==> src/rtl/instr_fetch_unit_pkg.sv <==
// Shared types and constants for the instruction fetch unit.
//   fetch_state_e : FSM encoding (boot / run / halt)
//   PcStep        : byte distance between consecutive 16-bit instructions
//   align_pc      : forces a byte address onto a halfword boundary
package instr_fetch_unit_pkg;

  typedef enum logic [1:0] {
    StBoot = 2'd0,
    StRun  = 2'd1,
    StHalt = 2'd2
  } fetch_state_e;

  localparam logic [15:0] PcStep = 16'd2;

  function automatic logic [15:0] align_pc(input logic [15:0] addr);
    return {addr[15:1], 1'b0};
  endfunction

endpackage

==> src/rtl/instr_fetch_unit_if.sv <==
// Instruction memory bus between the fetch unit and the 16-bit memory bank.
//   imem_read : memread strobe, driven by the fetch unit
//   imem_addr : byte address, driven by the fetch unit
//   imem_data : combinational read data, driven by the memory
// Modports: master = fetch unit side, slave = memory side.
interface instr_fetch_unit_if;

  logic        imem_read;
  logic [15:0] imem_addr;
  logic [15:0] imem_data;

  modport master (
    output imem_read,
    output imem_addr,
    input  imem_data
  );

  modport slave (
    input  imem_read,
    input  imem_addr,
    output imem_data
  );

endinterface

==> src/rtl/instr_fetch_unit_pc_gen.sv <==
// Combinational next-PC selection for the fetch unit.
// Inputs : pc, state, stall, redirect, redirect_target, halt_detect (fetched word is HALT)
// Outputs: next_pc, take_redirect, take_fetch, enter_halt
// Redirect wins over stall and is honoured in both RUN and HALT; BOOT ignores it.
module instr_fetch_unit_pc_gen
  import instr_fetch_unit_pkg::*;
(
  input  logic [15:0]  pc,
  input  fetch_state_e state,
  input  logic         stall,
  input  logic         redirect,
  input  logic [15:0]  redirect_target,
  input  logic         halt_detect,
  output logic [15:0]  next_pc,
  output logic         take_redirect,
  output logic         take_fetch,
  output logic         enter_halt
);

  always_comb begin
    take_redirect = redirect && (state != StBoot);
    take_fetch    = (state == StRun) && !redirect && !stall;
    enter_halt    = take_fetch && halt_detect;
    next_pc       = pc;
    if (take_redirect) begin
      next_pc = align_pc(redirect_target);
    end else if (take_fetch) begin
      // Wraps modulo 2^16 by construction.
      next_pc = pc + PcStep;
    end
  end

endmodule

==> src/rtl/instr_fetch_unit.sv <==
// Fetch stage in front of the 16-bit instruction memory.
// Holds the PC, drives the memory address/memread, and latches the returned
// word into the IF/ID register. Supports stall, redirect and a HALT state.
// Ports:
//   clk, rst_n         : clock, asynchronous active-low reset
//   stall              : hold PC and IF/ID
//   redirect_valid/
//   redirect_target    : branch/jump redirect (bit0 dropped, flagged sticky)
//   imem               : instruction memory bus (master side)
//   ifid_instr,
//   ifid_pc_plus2,
//   ifid_valid         : IF/ID register contents
//   halted             : fetch stopped on HALT_INSTR
//   fetch_count        : instructions delivered since reset (wraps)
//   misalign_err       : sticky, a redirect target had bit0 set
module instr_fetch_unit
  import instr_fetch_unit_pkg::*;
#(
  parameter logic [15:0] RESET_PC   = 16'h0000,
  parameter logic [15:0] HALT_INSTR = 16'hFFFF
) (
  input  logic                       clk,
  input  logic                       rst_n,
  input  logic                       stall,
  input  logic                       redirect_valid,
  input  logic [15:0]                redirect_target,
  instr_fetch_unit_if.master         imem,
  output logic [15:0]                ifid_instr,
  output logic [15:0]                ifid_pc_plus2,
  output logic                       ifid_valid,
  output logic                       halted,
  output logic [15:0]                fetch_count,
  output logic                       misalign_err
);

  fetch_state_e state_q;
  logic [15:0]  pc_q;
  logic         imem_read_q;
  logic [15:0]  ifid_instr_q;
  logic [15:0]  ifid_pc_plus2_q;
  logic         ifid_valid_q;
  logic         halted_q;
  logic [15:0]  fetch_count_q;
  logic         misalign_q;

  logic [15:0]  next_pc;
  logic         take_redirect;
  logic         take_fetch;
  logic         enter_halt;

  instr_fetch_unit_pc_gen u_pc_gen (
    .pc              (pc_q),
    .state           (state_q),
    .stall           (stall),
    .redirect        (redirect_valid),
    .redirect_target (redirect_target),
    .halt_detect     (imem.imem_data == HALT_INSTR),
    .next_pc         (next_pc),
    .take_redirect   (take_redirect),
    .take_fetch      (take_fetch),
    .enter_halt      (enter_halt)
  );

  // FSM, IF/ID register and counters. imem_read and halted are registered
  // alongside the state so they always reflect the state being entered.
  always_ff @(posedge clk or negedge rst_n) begin
    if (!rst_n) begin
      state_q         <= StBoot;
      pc_q            <= RESET_PC;
      imem_read_q     <= 1'b0;
      ifid_instr_q    <= 16'h0000;
      ifid_pc_plus2_q <= 16'h0000;
      ifid_valid_q    <= 1'b0;
      halted_q        <= 1'b0;
      fetch_count_q   <= 16'h0000;
      misalign_q      <= 1'b0;
    end else begin
      pc_q <= next_pc;
      case (state_q)
        StBoot: begin
          state_q     <= StRun;
          imem_read_q <= 1'b1;
        end
        StRun, StHalt: begin
          if (take_redirect) begin
            state_q      <= StRun;
            imem_read_q  <= 1'b1;
            halted_q     <= 1'b0;
            ifid_valid_q <= 1'b0;
            misalign_q   <= misalign_q | redirect_target[0];
          end else if (take_fetch) begin
            ifid_instr_q    <= imem.imem_data;
            ifid_pc_plus2_q <= pc_q + PcStep;
            ifid_valid_q    <= 1'b1;
            fetch_count_q   <= fetch_count_q + 16'd1;
            // The HALT word itself is still delivered as a valid instruction.
            if (enter_halt) begin
              state_q     <= StHalt;
              imem_read_q <= 1'b0;
              halted_q    <= 1'b1;
            end
          end else if (state_q == StHalt) begin
            ifid_valid_q <= 1'b0;
          end
        end
        default: begin
          state_q     <= StBoot;
          imem_read_q <= 1'b0;
        end
      endcase
    end
  end

  assign imem.imem_read = imem_read_q;
  assign imem.imem_addr = pc_q;
  assign ifid_instr     = ifid_instr_q;
  assign ifid_pc_plus2  = ifid_pc_plus2_q;
  assign ifid_valid     = ifid_valid_q;
  assign halted         = halted_q;
  assign fetch_count    = fetch_count_q;
  assign misalign_err   = misalign_q;

endmodule

==> src/flat_wrapper.sv <==
// flat-port wrapper written by rule: the top's interface ports become plain ports
module instr_fetch_unit_flat import instr_fetch_unit_pkg::*;
#(
  parameter logic [15:0] RESET_PC   = 16'h0000,
  parameter logic [15:0] HALT_INSTR = 16'hFFFF
)
  (clk, rst_n, stall, redirect_valid, redirect_target, ifid_instr, ifid_pc_plus2, ifid_valid, halted, fetch_count, misalign_err, imem_imem_read, imem_imem_addr, imem_imem_data);
  instr_fetch_unit_if imem_i ();
  input  logic clk;
  input  logic rst_n;
  input  logic stall;
  input  logic redirect_valid;
  input  logic [15:0] redirect_target;
  output logic [15:0] ifid_instr;
  output logic [15:0] ifid_pc_plus2;
  output logic ifid_valid;
  output logic halted;
  output logic [15:0] fetch_count;
  output logic misalign_err;
  output wire logic [$bits(imem_i.imem_read)-1:0] imem_imem_read;
  output wire logic [$bits(imem_i.imem_addr)-1:0] imem_imem_addr;
  input wire logic [$bits(imem_i.imem_data)-1:0] imem_imem_data;
  assign imem_imem_read = imem_i.imem_read;
  assign imem_imem_addr = imem_i.imem_addr;
  assign imem_i.imem_data = imem_imem_data;
  instr_fetch_unit #(.RESET_PC(RESET_PC), .HALT_INSTR(HALT_INSTR)) u_core (.clk(clk), .rst_n(rst_n), .stall(stall), .redirect_valid(redirect_valid), .redirect_target(redirect_target), .imem(imem_i), .ifid_instr(ifid_instr), .ifid_pc_plus2(ifid_pc_plus2), .ifid_valid(ifid_valid), .halted(halted), .fetch_count(fetch_count), .misalign_err(misalign_err));
endmodule
==> config.mk <==
export PLATFORM = sky130hd
export DESIGN_NAME = instr_fetch_unit_flat
export DESIGN_NICKNAME = d
export VERILOG_FILES = /design/src/rtl/instr_fetch_unit_pkg.sv /design/src/rtl/instr_fetch_unit_if.sv /design/src/rtl/instr_fetch_unit_pc_gen.sv /design/src/rtl/instr_fetch_unit.sv /design/src/flat_wrapper.sv
export SDC_FILE = /design/constraint.sdc
export NUM_CORES = 1
export LEC_CHECK = 0
export ABC_CLOCK_PERIOD_IN_PS = 4550
export CORE_MARGIN = 2
export CORE_UTILIZATION = 50
export CTS_CLUSTER_DIAMETER = 100
export CTS_CLUSTER_SIZE = 8
export DETAILED_ROUTE_END_ITERATION = 12
export PLACE_DENSITY = 0.86
export SETUP_SLACK_MARGIN = 0.5
export SYNTH_ARGS = -nofsm -noshare
export SYNTH_HDL_FRONTEND = slang
export SYNTH_SLANG_ARGS = --single-unit
==> constraint.sdc <==
create_clock -name clk -period 4.55 [get_ports clk]
set_clock_uncertainty 0.1 [all_clocks]
set_input_delay 0.6825 -clock clk [delete_from_list [all_inputs] [get_ports clk]]
set_output_delay 0.6825 -clock clk [all_outputs]
set_load 0.05 [all_outputs]
Word level (Yosys, flattened, before mapping)
Index checks and enable logic that the tools add are counted.
Word-level totals
  flip-flop bits (word level): 70
  output and inout bits: 68
  word-level logic and storage cells: 51
Cells by class
  $add $sub $neg: 2
  equality and inequality tests: 5
  mux-type cells: 16
  bitwise logic cells: 2
  reductions and logical operators: 17
Operators with widths (number)
  $mux W16: 2
  $add A16 B1 Y16 const B: 1
  $add A16 B2 Y16 const B: 1
  $eq A16 B16 Y1 const B: 1
  $mux W1: 9
  $mux W2: 3
  $ne A3 B1 Y1 const B: 2
  $reduce_and A2 Y1: 3
  $reduce_and A3 Y1: 2
  $reduce_bool A2 Y1: 3
  $logic_and A1 B1 Y1: 4
  $pmux W2 S2: 1
  $reduce_bool A3 Y1: 1
  $eq A2 B1 Y1 const B: 1
  $eq A2 B2 Y1 const B: 1
  $logic_not A1 Y1: 2
  $logic_not A2 Y1: 1
  $pmux W1 S2: 1
  $reduce_or A2 Y1: 1
  $not A1 Y1: 1
  $or A1 B1 Y1: 1

Longest topological paths before layout
  depth in word-level cells: 8
  mapped depth: 8
  mapped depth without buffers: 6

By module
A second synthesis with hierarchy kept.
Second synthesis, totals
  cells, all modules: 348
  area, all modules: 3308.2 um^2
Modules (own cells, without submodules)
  instr_fetch_unit: instances 1, cells each 264, area each 2835.2 um^2
  instr_fetch_unit_pc_gen: instances 1, cells each 84, area each 473.0 um^2

Worst setup path after synthesis
No wires, ideal clock.
  path kind: flip-flop to flip-flop
  start: reg u_core.state_q[0]
  end: reg u_core.fetch_count_q[10], in the netlist u_core.fetch_count[10]
  setup time: 0.082 ns
  arrival time: 2.184 ns
  data required time: 4.368 ns
  setup slack: 2.184 ns
  cell stages (with the launch flop): 8
  path buffers: 1
  period minus slack after synthesis: 2.366 ns
  cell sequence: dfrtp_1 > inv_1 > ha_1 > nand4bb_1 > buf_2 > or4_4 > nor2_2 > xor2_1
Between the ends
  word-level cells in the longest chain between the ends: 4
  elaborated cells on any way between the ends: 9
  those cells by class: eq/ne (2); bitwise (1); reduce/logical (6)
RTL lines
  from (decl): line instr_fetch_unit.sv:36  | fetch_state_e state_q;
  from (signal assigned): line instr_fetch_unit.sv:68  | state_q <= StBoot;
  from (signal assigned): line instr_fetch_unit.sv:81  | state_q <= StRun;
  from (signal assigned): line instr_fetch_unit.sv:86  | state_q <= StRun;
  $eq A2 B1 Y1 or $reduce_bool A2 Y1 (tied branches): line instr_fetch_unit_pc_gen.sv:22, instr_fetch_unit.sv:79, instr_fetch_unit_pc_gen.sv:21
  $logic_and A1 B1 Y1, on equally long branches: line instr_fetch_unit_pc_gen.sv:22, instr_fetch_unit_pc_gen.sv:21
  $logic_and A1 B1 Y1 or $not A1 Y1 (tied branches)
  $reduce_and A3 Y1 (no source line) *
  to (signal assigned): line instr_fetch_unit.sv:95  | fetch_count_q <= fetch_count_q + 16'd1;
  to (decl): line instr_fetch_unit.sv:43  | logic [15:0] fetch_count_q;
Every way passes the cells marked *; elsewhere a longest branch is shown, timed or not.
A chain may end at the register's enable or synchronous reset.

Worst setup path in the final report
  start: in redirect_valid
  end: reg u_core.pc_q[6], in the netlist u_core.imem.imem_addr[6]
Between the ends
  word-level cells in the longest chain between the ends: 4
  elaborated cells on any way between the ends: 6
  those cells by class: mux (1); reduce/logical (5)
RTL lines
  from (decl): line flat_wrapper.sv:12  | input logic redirect_valid;
  $logic_not A1 Y1: line instr_fetch_unit_pc_gen.sv:22  | take_fetch = (state == StRun) && !redirect && !stall;
  $logic_and A1 B1 Y1 (2 in a row): line instr_fetch_unit_pc_gen.sv:22
  $reduce_bool A2 Y1 (no source line)
  to (signal assigned): line instr_fetch_unit.sv:78  | pc_q <= next_pc;
  to (decl): line instr_fetch_unit.sv:37  | logic [15:0] pc_q;
Several ways; a longest one is shown, not always the timed one.

==> flow_metrics.env <==
export IMPL_outcome="complete, no violations"
export IMPL_critical_path_arrival_ns=2.89
export IMPL_grt_max_degree=48
export IMPL_cts_resized=0
export IMPL_synth_seq_cells=67
export IMPL_grtUsageMet3_pct=5.11
export IMPL_wl_um=8310
export IMPL_grt_pass1_vias=2760
export IMPL_ant_nets=0
export IMPL_grt_met2_usage_pct=39.6
export IMPL_first_iter_violations=140
export IMPL_grt_ovfl_total=0
export IMPL_postCtsHoldBufs=0
export IMPL_seq_area_frac_synth_pct=51.5
export IMPL_maxCapViolations=0
export IMPL_synth_async_reset_ratio_pct=100
export IMPL_relSlewSlack_pct=30.8
export IMPL_cts_sinks=67
export IMPL_initial_utilization_pct=51.6
export IMPL_dieArea_sq_mm=0.00717
export IMPL_synth_top_family_by_area="simple AND/OR/NAND/NOR gates"
export IMPL_dp_hpwl_um=5810
export IMPL_required_ns=4.68
export IMPL_cts_buffers_inserted=9
export IMPL_hold_viol=0
export IMPL_path_clk_slew_ns=0.08
export IMPL_detail_route_vias_per_cell=5.46
export IMPL_drc=0
export IMPL_whs_ns=0.370
export IMPL_synthXorXnorAreaFrac_pct=7.26
export IMPL_syn_area_per_cell_sq_um=9.72
export IMPL_synthToLayoutAreaGrowth_pct=37.5
export IMPL_drive_gt1_share_pct=8.01
export IMPL_ios=104
export IMPL_synth_top_flop_cell="dfrtp_1"
export IMPL_synth_cell_types=49
export IMPL_grt_busiest_layer="met2"
export IMPL_cts_root_buffer="clkbuf_8"
export IMPL_die_x_um=84.7
export IMPL_netlist_area_sq_mm=0.00326
export IMPL_grt_antenna_before_repair=0
export IMPL_port_buffers=101
export IMPL_hold_path_class="register to register"
export IMPL_synth_edf_count=0
export IMPL_rsz0062_at_grt="no"
export IMPL_setup_viol_count_final=0
export IMPL_grt_pass1_wl_um=13400
export IMPL_max_freq_ghz=0.362
export IMPL_p_per_area_mw_per_mm2=725
export IMPL_num_rows=29
export IMPL_p_leak_nw=1.93
export IMPL_cts_tree="built"
export IMPL_ff2ff_setup_slack_ns=1.97
export IMPL_instances_no_fill=514
export IMPL_clockBufferDepth=2
export IMPL_cts_htree_levels=3
export IMPL_cp_end_kind="register"
export IMPL_drtPass1Iterations=4
export IMPL_synth_fa_ha_area_share_pct=2.31
export IMPL_num_antenna_cells=0
export IMPL_yosysWarnings=0
export IMPL_post_drt_wl_per_cell_um=16.2
export IMPL_coreArea_sq_mm=0.00631
export IMPL_placedCellCount=498
export IMPL_vdd_drop_max_mv=0.505
export IMPL_synth_compound_area_share_pct=9.76
export IMPL_critPathLaunchType="primary input"
export IMPL_finalCritPeriodShare_pct=60.7
export IMPL_clock_latency_ns=0.34
export IMPL_crit_type="primary input to register"
export IMPL_synthMuxAreaShare_pct=0.307
export IMPL_cts_setup_buffers=0
export IMPL_die_y_um=84.7
export IMPL_layout_common_cells="clkdlybuf4s50_1 (100), nand2_1 (90), dfrtp_1 (67)"
export IMPL_min_period_ns=2.76
export IMPL_num_vias=2809
export IMPL_gp_congestion=0.817
export IMPL_path_max_fanout=24
export IMPL_worst_pin_slew_ns=1.04
export IMPL_drv_slew=0
export IMPL_netlist_instances=335
export IMPL_synthSimpleGateAreaFrac_pct=25.0
export IMPL_use_met1_pct=30.7
export IMPL_layout_commonest_cell="clkdlybuf4s50_1"
export IMPL_final_net_count=474
export IMPL_grt_usage_pct=23.8
export IMPL_setup_tns_final_ns=0
export IMPL_p_total_w=0.00324
[report_power, final]
part	leakage, nW	switching, W	internal [W]	total [W]
clock	0.0884	0.000234	0.000226	0.000460
sequential	0.851	0.000232	0.000809	0.00104
combinational	0.990	0.00115	0.000594	0.00174
total	1.93	0.00162	0.00163	0.00324
[layout make-up]
cell class / instances / area (sq um)
Inverter: 4 / 15.0
Fill cell: 505 / 1840
Timing Repair Buffer: 104 / 1030
Clock inverter: 4 / 25.0
Sequential cell: 67 / 1680
Multi-Input combinational cell: 246 / 1480
Tap cell: 77 / 96.3
Clock buffer: 12 / 155
[Yosys cell counts (all sizes together), types with 2 or more instances]
cell    number  area, sq um
a21oi        2         10.0
a221o        9         91.3
a22oi        4         30.0
a31oi        3         18.8
and3         5         32.5
buf         10         73.8
clkbuf       9         33.8
dfrtp       67         1680
ha           6         75.1
inv          4         15.0
nand2       90          338
nand3       17         95.1
nand4        9         56.3
nor2        12         47.6
nor2b        2         12.5
nor3         4         25.0
nor3b        4         30.0
nor4         6         56.3
o21ai       23          115
o311ai       2         17.5
or3          2         12.5
or4          3         33.8
xnor2       19          166
xor2         8         70.1
[worst paths after layout]
| kind | cells after the start | endpoint | startpoint |
|---|---|---|---|
| setup / recovery | 5 | u_core.imem.imem_addr[6] | redirect_valid |
| hold / removal | 1 | u_core.misalign_err | u_core.misalign_err |
| setup reg to reg | 6 | u_core.imem.imem_addr[6] | u_core.state_q[1] |
| hold reg to reg | 1 | u_core.misalign_err | u_core.misalign_err |
| max in group asynchronous | 2 | u_core.fetch_count[8] | rst_n |
| min in group asynchronous | 1 | u_core.ifid_pc_plus2[8] | rst_n |
[stage by stage]
stage	util, %	setup WS, ns	instance area (sq um)
floorplan	-	2.18	3260
global placement	68.1	1.59	4300
detailed placement	68.1	1.51	4300
CTS	70.9	1.87	4480
global route	70.9	1.68	4480
finish	70.9	1.79	4480
[critical path, cell delays in order]
cell	delay, ns
clkdlybuf4s50_1	0.52
or3b_1	0.77
nand2_1	0.40
o21ai_0	0.17
a221o_1	0.34
[metal layers]
layer  vias to the layer above  part of all wire (%)
li1                       1350                     -
met1                      1340                    43
met2                       108                    50
met3                        11                   6.1
met4                         0                   1.7
met5                         -                     0
[kinds of logic (layout without fill, tap and decap cells)]
group,count (synthesis),count (layout)
compound gates,47,47
xor+xnor,27,27
fa+ha+maj,6,6
buf+inv,23,124
flops,67,67
mux,1,1
other cells,1,2
simple gates,163,163
[flip-flops by register name, summed over array words and instances, names as in the netlist]
| register | cells |
|---|---|
| u_core.imem.imem_addr | 15 |
| u_core.state_q | 2 |
| u_core.misalign_err | 1 |
| u_core.ifid_valid | 1 |
| u_core.halted | 1 |
| u_core.ifid_instr | 16 |
| u_core.fetch_count | 16 |
| u_core.ifid_pc_plus2 | 15 |
Power figures use the tool's default switching activity.
